$ cat src/rtl/switch_alu_top.sv
// Switch-loaded operand/opcode register bank feeding a combinational 8-bit ALU that drives the LEDs.
// Result follows the loading edge with zero latency, or one clock when ALU_OUT_REG_EN is defined; no backpressure.

module switch_alu_regs #(
   parameter int NB_DATA = 8,
   parameter int NB_OP   = 6,
   parameter int NB_BTN  = 3
) (
   input  logic               i_clock,
   input  logic               i_rst_n,
   input  logic [NB_BTN-1:0]  i_btn,
   input  logic [NB_DATA-1:0] i_sw,
   output logic [NB_DATA-1:0] o_data_a,
   output logic [NB_DATA-1:0] o_data_b,
   output logic [NB_OP-1:0]   o_op
);

   logic [NB_DATA-1:0] r_data_a;
   logic [NB_DATA-1:0] r_data_b;
   logic [NB_OP-1:0]   r_op;

   // Buttons are level enables: a held button reloads on every edge.
   always_ff @(posedge i_clock or negedge i_rst_n) begin
      if (!i_rst_n) begin
         r_data_a <= '0;
         r_data_b <= '0;
         r_op     <= '0;
      end else begin
         if (i_btn[0]) r_data_a <= i_sw;
         if (i_btn[1]) r_data_b <= i_sw;
         if (i_btn[2]) r_op     <= i_sw[NB_OP-1:0];
      end
   end

   assign o_data_a = r_data_a;
   assign o_data_b = r_data_b;
   assign o_op     = r_op;

endmodule

module switch_alu_core #(
   parameter int NB_DATA = 8,
   parameter int NB_OP   = 6
) (
   input  logic [NB_DATA-1:0] i_data_a,
   input  logic [NB_DATA-1:0] i_data_b,
   input  logic [NB_OP-1:0]   i_op,
   output logic [NB_DATA-1:0] o_result
);

   localparam logic [NB_OP-1:0] OP_ADD = NB_OP'(32);
   localparam logic [NB_OP-1:0] OP_SUB = NB_OP'(34);
   localparam logic [NB_OP-1:0] OP_AND = NB_OP'(36);
   localparam logic [NB_OP-1:0] OP_OR  = NB_OP'(37);
   localparam logic [NB_OP-1:0] OP_XOR = NB_OP'(38);
   localparam logic [NB_OP-1:0] OP_NOR = NB_OP'(39);
   localparam logic [NB_OP-1:0] OP_SRA = NB_OP'(3);
   localparam logic [NB_OP-1:0] OP_SRL = NB_OP'(2);

   // Shifts use the full unsigned B; oversized amounts saturate to zero/sign fill.
   always_comb begin
      o_result = '0;
      case (i_op)
         OP_ADD:  o_result = i_data_a + i_data_b;
         OP_SUB:  o_result = i_data_a - i_data_b;
         OP_AND:  o_result = i_data_a & i_data_b;
         OP_OR:   o_result = i_data_a | i_data_b;
         OP_XOR:  o_result = i_data_a ^ i_data_b;
         OP_NOR:  o_result = ~(i_data_a | i_data_b);
         OP_SRA:  o_result = $signed(i_data_a) >>> i_data_b;
         OP_SRL:  o_result = i_data_a >> i_data_b;
         default: o_result = '0;
      endcase
   end

endmodule

module switch_alu_top #(
   parameter int NB_DATA = 8,
   parameter int NB_OP   = 6,
   parameter int NB_BTN  = 3
) (
   input  logic               i_clock,
   input  logic               i_reset,
   input  logic [NB_BTN-1:0]  i_btn,
   input  logic [NB_DATA-1:0] i_sw,
   output logic [NB_DATA-1:0] o_led
);

   logic [1:0]         r_rst_sync;
   logic               w_rst_n;
   logic [NB_DATA-1:0] w_data_a;
   logic [NB_DATA-1:0] w_data_b;
   logic [NB_OP-1:0]   w_op;
   logic [NB_DATA-1:0] w_result;

   // Reset asserts immediately but releases on a clock edge.
   always_ff @(posedge i_clock or negedge i_reset) begin
      if (!i_reset) r_rst_sync <= 2'b00;
      else          r_rst_sync <= {r_rst_sync[0], 1'b1};
   end

   assign w_rst_n = r_rst_sync[1];

   switch_alu_regs #(
      .NB_DATA (NB_DATA),
      .NB_OP   (NB_OP),
      .NB_BTN  (NB_BTN)
   ) u_regs (
      .i_clock  (i_clock),
      .i_rst_n  (w_rst_n),
      .i_btn    (i_btn),
      .i_sw     (i_sw),
      .o_data_a (w_data_a),
      .o_data_b (w_data_b),
      .o_op     (w_op)
   );

   switch_alu_core #(
      .NB_DATA (NB_DATA),
      .NB_OP   (NB_OP)
   ) u_core (
      .i_data_a (w_data_a),
      .i_data_b (w_data_b),
      .i_op     (w_op),
      .o_result (w_result)
   );

`ifdef ALU_OUT_REG_EN
   logic [NB_DATA-1:0] r_led;

   always_ff @(posedge i_clock or negedge w_rst_n) begin
      if (!w_rst_n) r_led <= '0;
      else          r_led <= w_result;
   end

   assign o_led = r_led;
`else
   assign o_led = w_result;
`endif

endmodule

$ cat config.mk
export PLATFORM = sky130hd
export DESIGN_NAME = switch_alu_top
export DESIGN_NICKNAME = d
export VERILOG_FILES = /design/src/rtl/switch_alu_top.sv
export SDC_FILE = /design/constraint.sdc
export NUM_CORES = 1
export LEC_CHECK = 0
export BUFFER_PORTS_ARGS = -buffer_cell sky130_fd_sc_hd__buf_2
export CORE_ASPECT_RATIO = 1.5
export CORE_MARGIN = 2
export CORE_UTILIZATION = 54
export CTS_CLUSTER_DIAMETER = 50
export DETAILED_ROUTE_END_ITERATION = 16
export GPL_TIMING_DRIVEN = 0
export PLACE_DENSITY_LB_ADDON = 0.05
export SLEW_MARGIN = 0
export SYNTH_ARGS = -nofsm -noshare
export SYNTH_HDL_FRONTEND = slang
export SYNTH_SLANG_ARGS = --single-unit
$ cat constraint.sdc
create_clock -name i_clock -period 2.76 [get_ports i_clock]
set_clock_uncertainty 0.05 [all_clocks]
set_input_delay 0 -clock i_clock [delete_from_list [all_inputs] [get_ports i_clock]]
set_output_delay 0 -clock i_clock [all_outputs]
set_load 0.05 [all_outputs]
# == After elaboration in Yosys (flattened, before gate mapping) ==
# Index checks and enable logic that the tools add are counted.
# word_totals
word_cells,21
register_bits,24
input_bits,13
# classes
bitwise_logic,4
eq_ne,8
add_sub_neg,2
shift,2
mux,1
# ops
cell,n
$pmux W8 S8,1
$eq A6 B6 Y1 const B,6
$eq A6 B2 Y1 const B,2
$add A8 B8 Y8,1
$and A8 B8 Y8,1
$not A8 Y8,1
$or A8 B8 Y8,1
$shr A8 B8 Y8,1
$sshr A8 B8 Y8,1
$sub A8 B8 Y8,1
$xor A8 B8 Y8,1

# == Depth between registers and ports, before layout ==
# Gate-level depths: netlist of run 1.
# logic_depth
ltp_word,3
depth_mapped,13
ltp_nobuf,12

# == Hierarchy ==
# Synthesis of run 1 repeated with hierarchy kept, for this count alone.
# hier_totals
cells_unflattened,274
area_unflattened_um2,2628.8
# by_module_without_submodules
mod,area_each_um2,n_inst,cells_per_inst
switch_alu_core,1660.3,1,224
switch_alu_regs,914.6,1,47
switch_alu_top,53.8,1,3

# == Worst setup path before layout of run 1 ==
# Ideal clock, no wire load.
# synth_path
path_kind,flip-flop to output port
from,register u_regs.r_op[1] (netlist: u_regs.o_op[1])
to,output port o_led[7]
setup_slack_ps,-391
path_stages_with_launch,13
t_arrival_ps,3101
n_path_buf,2
cell_sequence,dfrtp_1 > buf_2 > buf_2 > and3_1 > a21o_1 > xnor2_1 > ha_1 > a21o_1 > a21oi_1 > o21ai_0 > a31oi_1 > xnor2_1 > o221ai_1
# synth_via
elab_chain_cells,2
word_cells_on_any_way,9
# synth_rtl
item,line,rtl
start: declaration,20,logic [NB_OP-1:0] r_op;
start signal: assignment,31,if (i_btn[2]) r_op <= i_sw[NB_OP-1:0];
$eq A6 B2 Y1 or $eq A6 B6 Y1 (tied branches),63,case (i_op)
$pmux W8 S8 (*),63,
end: declaration,87,output logic [NB_DATA-1:0] o_led
# Every way passes the cells marked *; elsewhere a longest branch is shown, timed or not.

# == Worst setup path after layout of run 1 ==
# layout_path
from,register u_regs.r_op[2] (netlist: u_regs.o_op[2])
to,output port o_led[5]
# Same word-level chain as after synthesis.

==> results of run 1 <==
## through the flow
stage           util  area (um2)  hold slack, ps
6_report       0.713        3000            12.7
5_1_grt        0.713        3000            22.5
4_1_cts        0.688        2900            5.80
3_5_place_dp   0.602        2530            -260
3_3_place_gp   0.602        2530            -267
2_1_floorplan      -        2380            -346
## cell type report
cell class / count / area [um2] / area share
Multi-Input combinational cell: 230 / 1750 / 0.582
Sequential cell: 24 / 607 / 0.202
Timing Repair Buffer: 51 / 394 / 0.131
Buffer: 11 / 80.1 / 0.0267
Inverter: 18 / 76.3 / 0.0254
Tap cell: 46 / 57.6 / 0.0192
Clock buffer: 3 / 41.3 / 0.0138
## cells in the mapped netlist (2+ instances only)
library cell,count,area share
nand2b_1,2,0.0053
nor3_1,5,0.011
mux2i_1,14,0.060
nor4_1,2,0.0053
and3_1,3,0.0080
a21oi_1,13,0.028
o221ai_1,6,0.022
inv_1,17,0.027
clkbuf_1,9,0.014
o21ai_0,34,0.073
dfrtp_1,24,0.26
nand2_1,40,0.064
buf_2,3,0.0064
mux2_2,8,0.038
o211ai_1,5,0.016
a21o_1,4,0.013
ha_1,24,0.13
xnor2_1,15,0.056
a31oi_1,4,0.011
nor2b_1,4,0.011
nand3_1,3,0.0064
nor2_1,16,0.026
xor2_1,4,0.015
a22oi_1,2,0.0064
## state kept, by name (all words and copies together), names as in the netlist
signal / cells
u_regs.o_data_b: 8
u_regs.o_op: 6
u_regs.o_data_a: 8
r_rst_sync: 2
## worst paths after layout
check	startpoint	endpoint	slack [ps]	cells after the start
max	u_regs.o_op[2]	o_led[5]	-260	13
min	i_btn[0]	u_regs.o_data_a[7]	10	3
max reg2reg	u_regs.o_op[1]	u_regs.o_op[1]	1500	4
min reg2reg	r_rst_sync[1]	u_regs.o_data_b[6]	320	0
max in group asynchronous	r_rst_sync[1]	u_regs.o_data_b[0]	1730	0
min in group asynchronous	r_rst_sync[1]	u_regs.o_data_b[6]	320	0
## power by group
part	switching, mW	leakage, nW	internal [mW]	total [mW]
logic	0.371	1.07	0.309	0.680
clock network	0.103	0.0216	0.0974	0.200
registers	0.0624	0.283	0.384	0.446
total	0.536	1.37	0.790	1.33
## worst max-delay path, cell delays in order (launching register included)
cell and delay [ps]:
dfrtp_2 440, nor3_4 260, nand3_2 180, buf_4 170
a21o_1 180, inv_1 60, ha_1 210, nor2b_2 150
o21ai_2 180, o21ai_2 130, xnor2_1 140, nor2_1 60
a2111o_2 370, buf_8 160
## kinds of logic after synthesis
group                      share of synthesized area
adders and majority gates                      0.137
buffers and inverters                         0.0544
DFF                                            0.256
AOI/OAI and AO/OA                              0.215
other                                        0.00160
muxes                                         0.0981
and+or+nand+nor                                0.167
xor gates and xnor gates                      0.0709
## layout by cell type, fill, tap and decap left out, types with 2 or more instances in the layout
master         instances
nor2_1                13
clkbuf_1               7
mux2i_1               14
nor4_1                 2
dfrtp_1               19
mux2_2                 8
a21o_1                 4
ha_1                  22
buf_4                 24
buf_6                  6
nand3_1                2
a31oi_1                4
o221ai_1               3
o21ai_2                2
nor2_2                 4
a21oi_2                2
a22oi_1                2
clkbuf_8               3
o221ai_2               2
o21ai_0               31
xor2_1                 3
buf_2                 13
nand2_1               40
dfrtp_2                5
inv_1                 16
nor2b_2                2
nor3_1                 3
dlygate4sd3_1         10
nand2b_1               2
and3_1                 2
xnor2_1               14
a21oi_1               11
nor3_2                 2
o211ai_1               5
## per-layer routing
metal | track usage | part of all wire
met1 | 0.362 | 0.39
met2 | 0.531 | 0.50
met3 | 0.0185 | 0.061
met4 | 0.171 | 0.053
met5 | 0 | 0
## repair_timing
action | 4_1_cts | 5_1_grt
resized for setup | 39 | 15
endpoints found under the hold margin | 24 | 0
setup buffers | 15 | 7
hold buffers | 10 | 0
pin swaps | 10 | 13
cloned | 0 | 0
endpoints found under the setup margin | 7 | 6
==> out/qor.yml, run 1 <==
violations: "setup timing"
wirelength_mm: 7.06
cts_tree: "done"
place_ws_ps: -516
ys_seq_area_frac: 0.256
ys.flop_type: "dfrtp_1"
synth_enable_flop_cells: 0
antenna_cells: 0
initial_core_util: 0.557
synthToLayoutAreaGrowth_pct: 28.0
ir_drop_uv: 425
drt_iter0_markers: 189
critPathArrivalTime_ps: 2970
p_total_mw: 1.33
status: "finished, violations left"
setup_viol: 6
p_per_area_nw_per_um2: 442
power_leakage_nw: 1.37
drc: 0
via_count: 2390
grt_pass1_wl_mm: 11.5
vias_per_cell: 6.24
port_buffers: 19
crit_type: "reg -> out"
fmax_ghz: 0.331
coreArea_um2: 4210
num-fill-cells: 348
syn_nets: 323
cts.sinks: 24
worstPathRequired_ps: 2710
synth_seq_cells: 24
grt_usage: 0.305
grt_max_degree: 23
synth_cells: 285
async_reset_ff_frac: 1.00
crit_path_end_kind: "output pin"
startpoint_type: "flop"
slew_headroom: 0.409
dp_cells: 350
chipWidth_um: 57.8
netlist_area_um2: 2350
die_h_um: 84.7
drive_above_1_share: 0.273
routabilityCongestion: 0.978
wl_per_cell_um: 18.4
antenna_found_initial: 0
dp_hpwl_mm: 5.00
path_clk_slew_ps: 80
worst_pin_slew_ps: 886
clk_latency_ps: 260
synth_cell_types: 48
first_global_vias: 2384
slew_violations: 0
core.rowCount: 29
cts-root-buf: "clkbuf_8"
cp_max_fo: 4
design.die.area_um2: 4900
period_needed_ps: 3020
grt_overflow: 0
first_pass_iters: 5
drtAntennaViolNets: 0
maxCapViolCount: 0
instances_no_fill: 383
io_pins: 21
htreeDepth: 1
rsz0062_at_grt: "true"
fin_crit_sh: 1.10
ys_warn_count: 0
tns_ps: -828
hold_violations: 0
syn_avg_cell_area_um2: 8.23
setup_ws_ps: -264
cts.path.max_buffers: 2
nets: 377
cts_buffers: 3
hp-class: "in -> reg"
No activity file was read; power rests on OpenSTA's default activity.
==> run 2, diff against run 1 <==
--- a/config.mk
+++ b/config.mk
@@ -12,6 +12,7 @@
 export CTS_CLUSTER_DIAMETER = 50
 export DETAILED_ROUTE_END_ITERATION = 16
 export GPL_TIMING_DRIVEN = 0
+export HOLD_SLACK_MARGIN = 0.03
 export PLACE_DENSITY_LB_ADDON = 0.05
 export SLEW_MARGIN = 0
 export SYNTH_ARGS = -nofsm -noshare
==> run 2 against run 1 <==
Compared with the run above: the flow still finishes with violations (setup timing); flip-flop and latch count is the same; sequential power about the same; register-to-register slack about the same; combinational power grew 0.6%; final cell count increased by 0.78%; fmax hardly changed; global-route usage grew 0.19 points; wire length up 0.93%; largest cell class unchanged.
==> out/qor.yml, run 2 (synthesized netlist as in run 1, its figures left out) <==
routabilityCongestion: 0.978
grt_usage: 0.307
first_global_vias: 2399
crit_type: "reg -> out"
p_switching_mw: 0.538
maxCapViolCount: 0
cts.path.max_buffers: 2
setup_ws_ps: -267
num-fill-cells: 342
nets: 380
p_total_mw: 1.33
port_buffers: 19
whs_ps: 78.0
antenna_found_initial: 0
slew_violations: 0
synthToLayoutAreaGrowth_pct: 29.3
p_per_area_nw_per_um2: 439
cts.sinks: 24
cts-root-buf: "clkbuf_8"
grt_max_degree: 23
p_comb_frac: 0.514
fmax_ghz: 0.330
seq_area_um2: 607
drt_iter0_markers: 169
path_clk_slew_ps: 80
seqPwrFrac: 0.335
cts_tree: "done"
reg2reg_setup_slack_ps: 1500
multi_input_area_um2: 1750
violations: "setup timing"
fin_crit_sh: 1.10
hp-class: "in -> reg"
status: "finished, violations left"
startpoint_type: "flop"
crit_path_end_kind: "output pin"
clkPwrFrac: 0.151
clk_latency_ps: 260
htreeDepth: 1
wl_per_cell_um: 18.5
drive_above_1_share: 0.271
worst_pin_slew_ps: 888
core.rowCount: 29
antenna_cells: 0
die_h_um: 84.7
worstPathRequired_ps: 2710
critPathArrivalTime_ps: 2980
coreArea_um2: 4210
via_count: 2395
design.die.area_um2: 4900
rsz0062_at_grt: "true"
wirelength_mm: 7.13
drc: 0
first_pass_iters: 5
io_pins: 21
layout_common_cells: "nand2_1 (40), o21ai_0 (31), buf_4 (24)"
hold_violations: 0
slew_headroom: 0.408
dp_hpwl_mm: 5.00
final_common_cell: "nand2_1"
p_int_mw: 0.793
chipWidth_um: 57.8
setup_viol: 6
power_leakage_nw: 1.38
period_needed_ps: 3030
cp_max_fo: 4
grt_overflow: 0
vias_per_cell: 6.20
initial_core_util: 0.557
drtAntennaViolNets: 0
p_sw_frac: 0.404
cts_buffers: 3
grt_pass1_wl_mm: 11.5
ir_drop_uv: 425
-- run 2: cell count changes in the layout (fill, tap and decap cells not counted), sizes merged --
cell	previous run	this run
dlygate4sd3	10	13
-- run 2: per-layer routing --
layer	vias to the layer above	global-route usage	share of wire
met2	100	0.539	0.50
met3	37	0.0185	0.048
met4	0	0.171	0.056
met1	1133	0.360	0.39
met5	-	0	0
li1	1125	-	-
-- run 2: stage by stage --
step	std cells	setup TNS, ps	instance area, um2	setup slack, ps	util
floorplan	285	-90.2	2380	-64.1	-
global placement	350	-1540	2530	-508	0.602
detailed placement	350	-1560	2530	-516	0.602
CTS	379	-480	2930	-203	0.695
global route	386	-1360	3030	-351	0.721
finish	386	-824	3030	-267	0.721
-- run 2: worst paths after layout --
check | startpoint | endpoint | cells after the start
max in group asynchronous | r_rst_sync[1] | u_regs.o_data_b[0] | 0
min in group asynchronous | r_rst_sync[1] | u_regs.o_data_b[6] | 0
worst min register to register | r_rst_sync[1] | u_regs.o_data_b[6] | 0
worst max-delay path | u_regs.o_op[2] | o_led[5] | 13
worst max register to register | u_regs.o_op[1] | u_regs.o_op[1] | 4
worst min-delay path | i_btn[2] | u_regs.o_op[0] | 3
-- run 2: repair_timing --
item	in CTS	in global routing
gates resized for setup	39	15
pin swaps	10	13
setup buffers	15	7
hold endpoints to repair	24	0
hold buffers	13	0
setup endpoints to repair	7	6
-- run 2: final cells by class --
| type | count | area share |
|---|---|---|
| multi-input cells | 230 | 0.576 |
| inverters | 18 | 0.0252 |
| plain buffers | 11 | 0.0264 |
| flip-flops and latches | 24 | 0.200 |
| clock buffers | 3 | 0.0136 |
| repair buffers | 54 | 0.140 |
| well taps | 46 | 0.0190 |
-- run 2: power groups by stage --
stage	clock network, mW	registers (mW)	logic [mW]
2_1_floorplan	0	0.422	0.414
3_3_place_gp	0	0.440	0.520
3_5_place_dp	0	0.440	0.529
4_1_cts	0.209	0.443	0.624
5_1_grt	0.214	0.450	0.743
6_report	0.201	0.446	0.684
-- run 2: worst max-delay path: stages (launching register included) --
cell	delay (ps)
dfrtp_2	440
nor3_4	270
nand3_2	180
buf_4	170
a21o_1	180
inv_1	60
ha_1	210
nor2b_2	150
o21ai_2	180
o21ai_2	130
xnor2_1	150
nor2_1	70
a2111o_2	370
buf_8	160
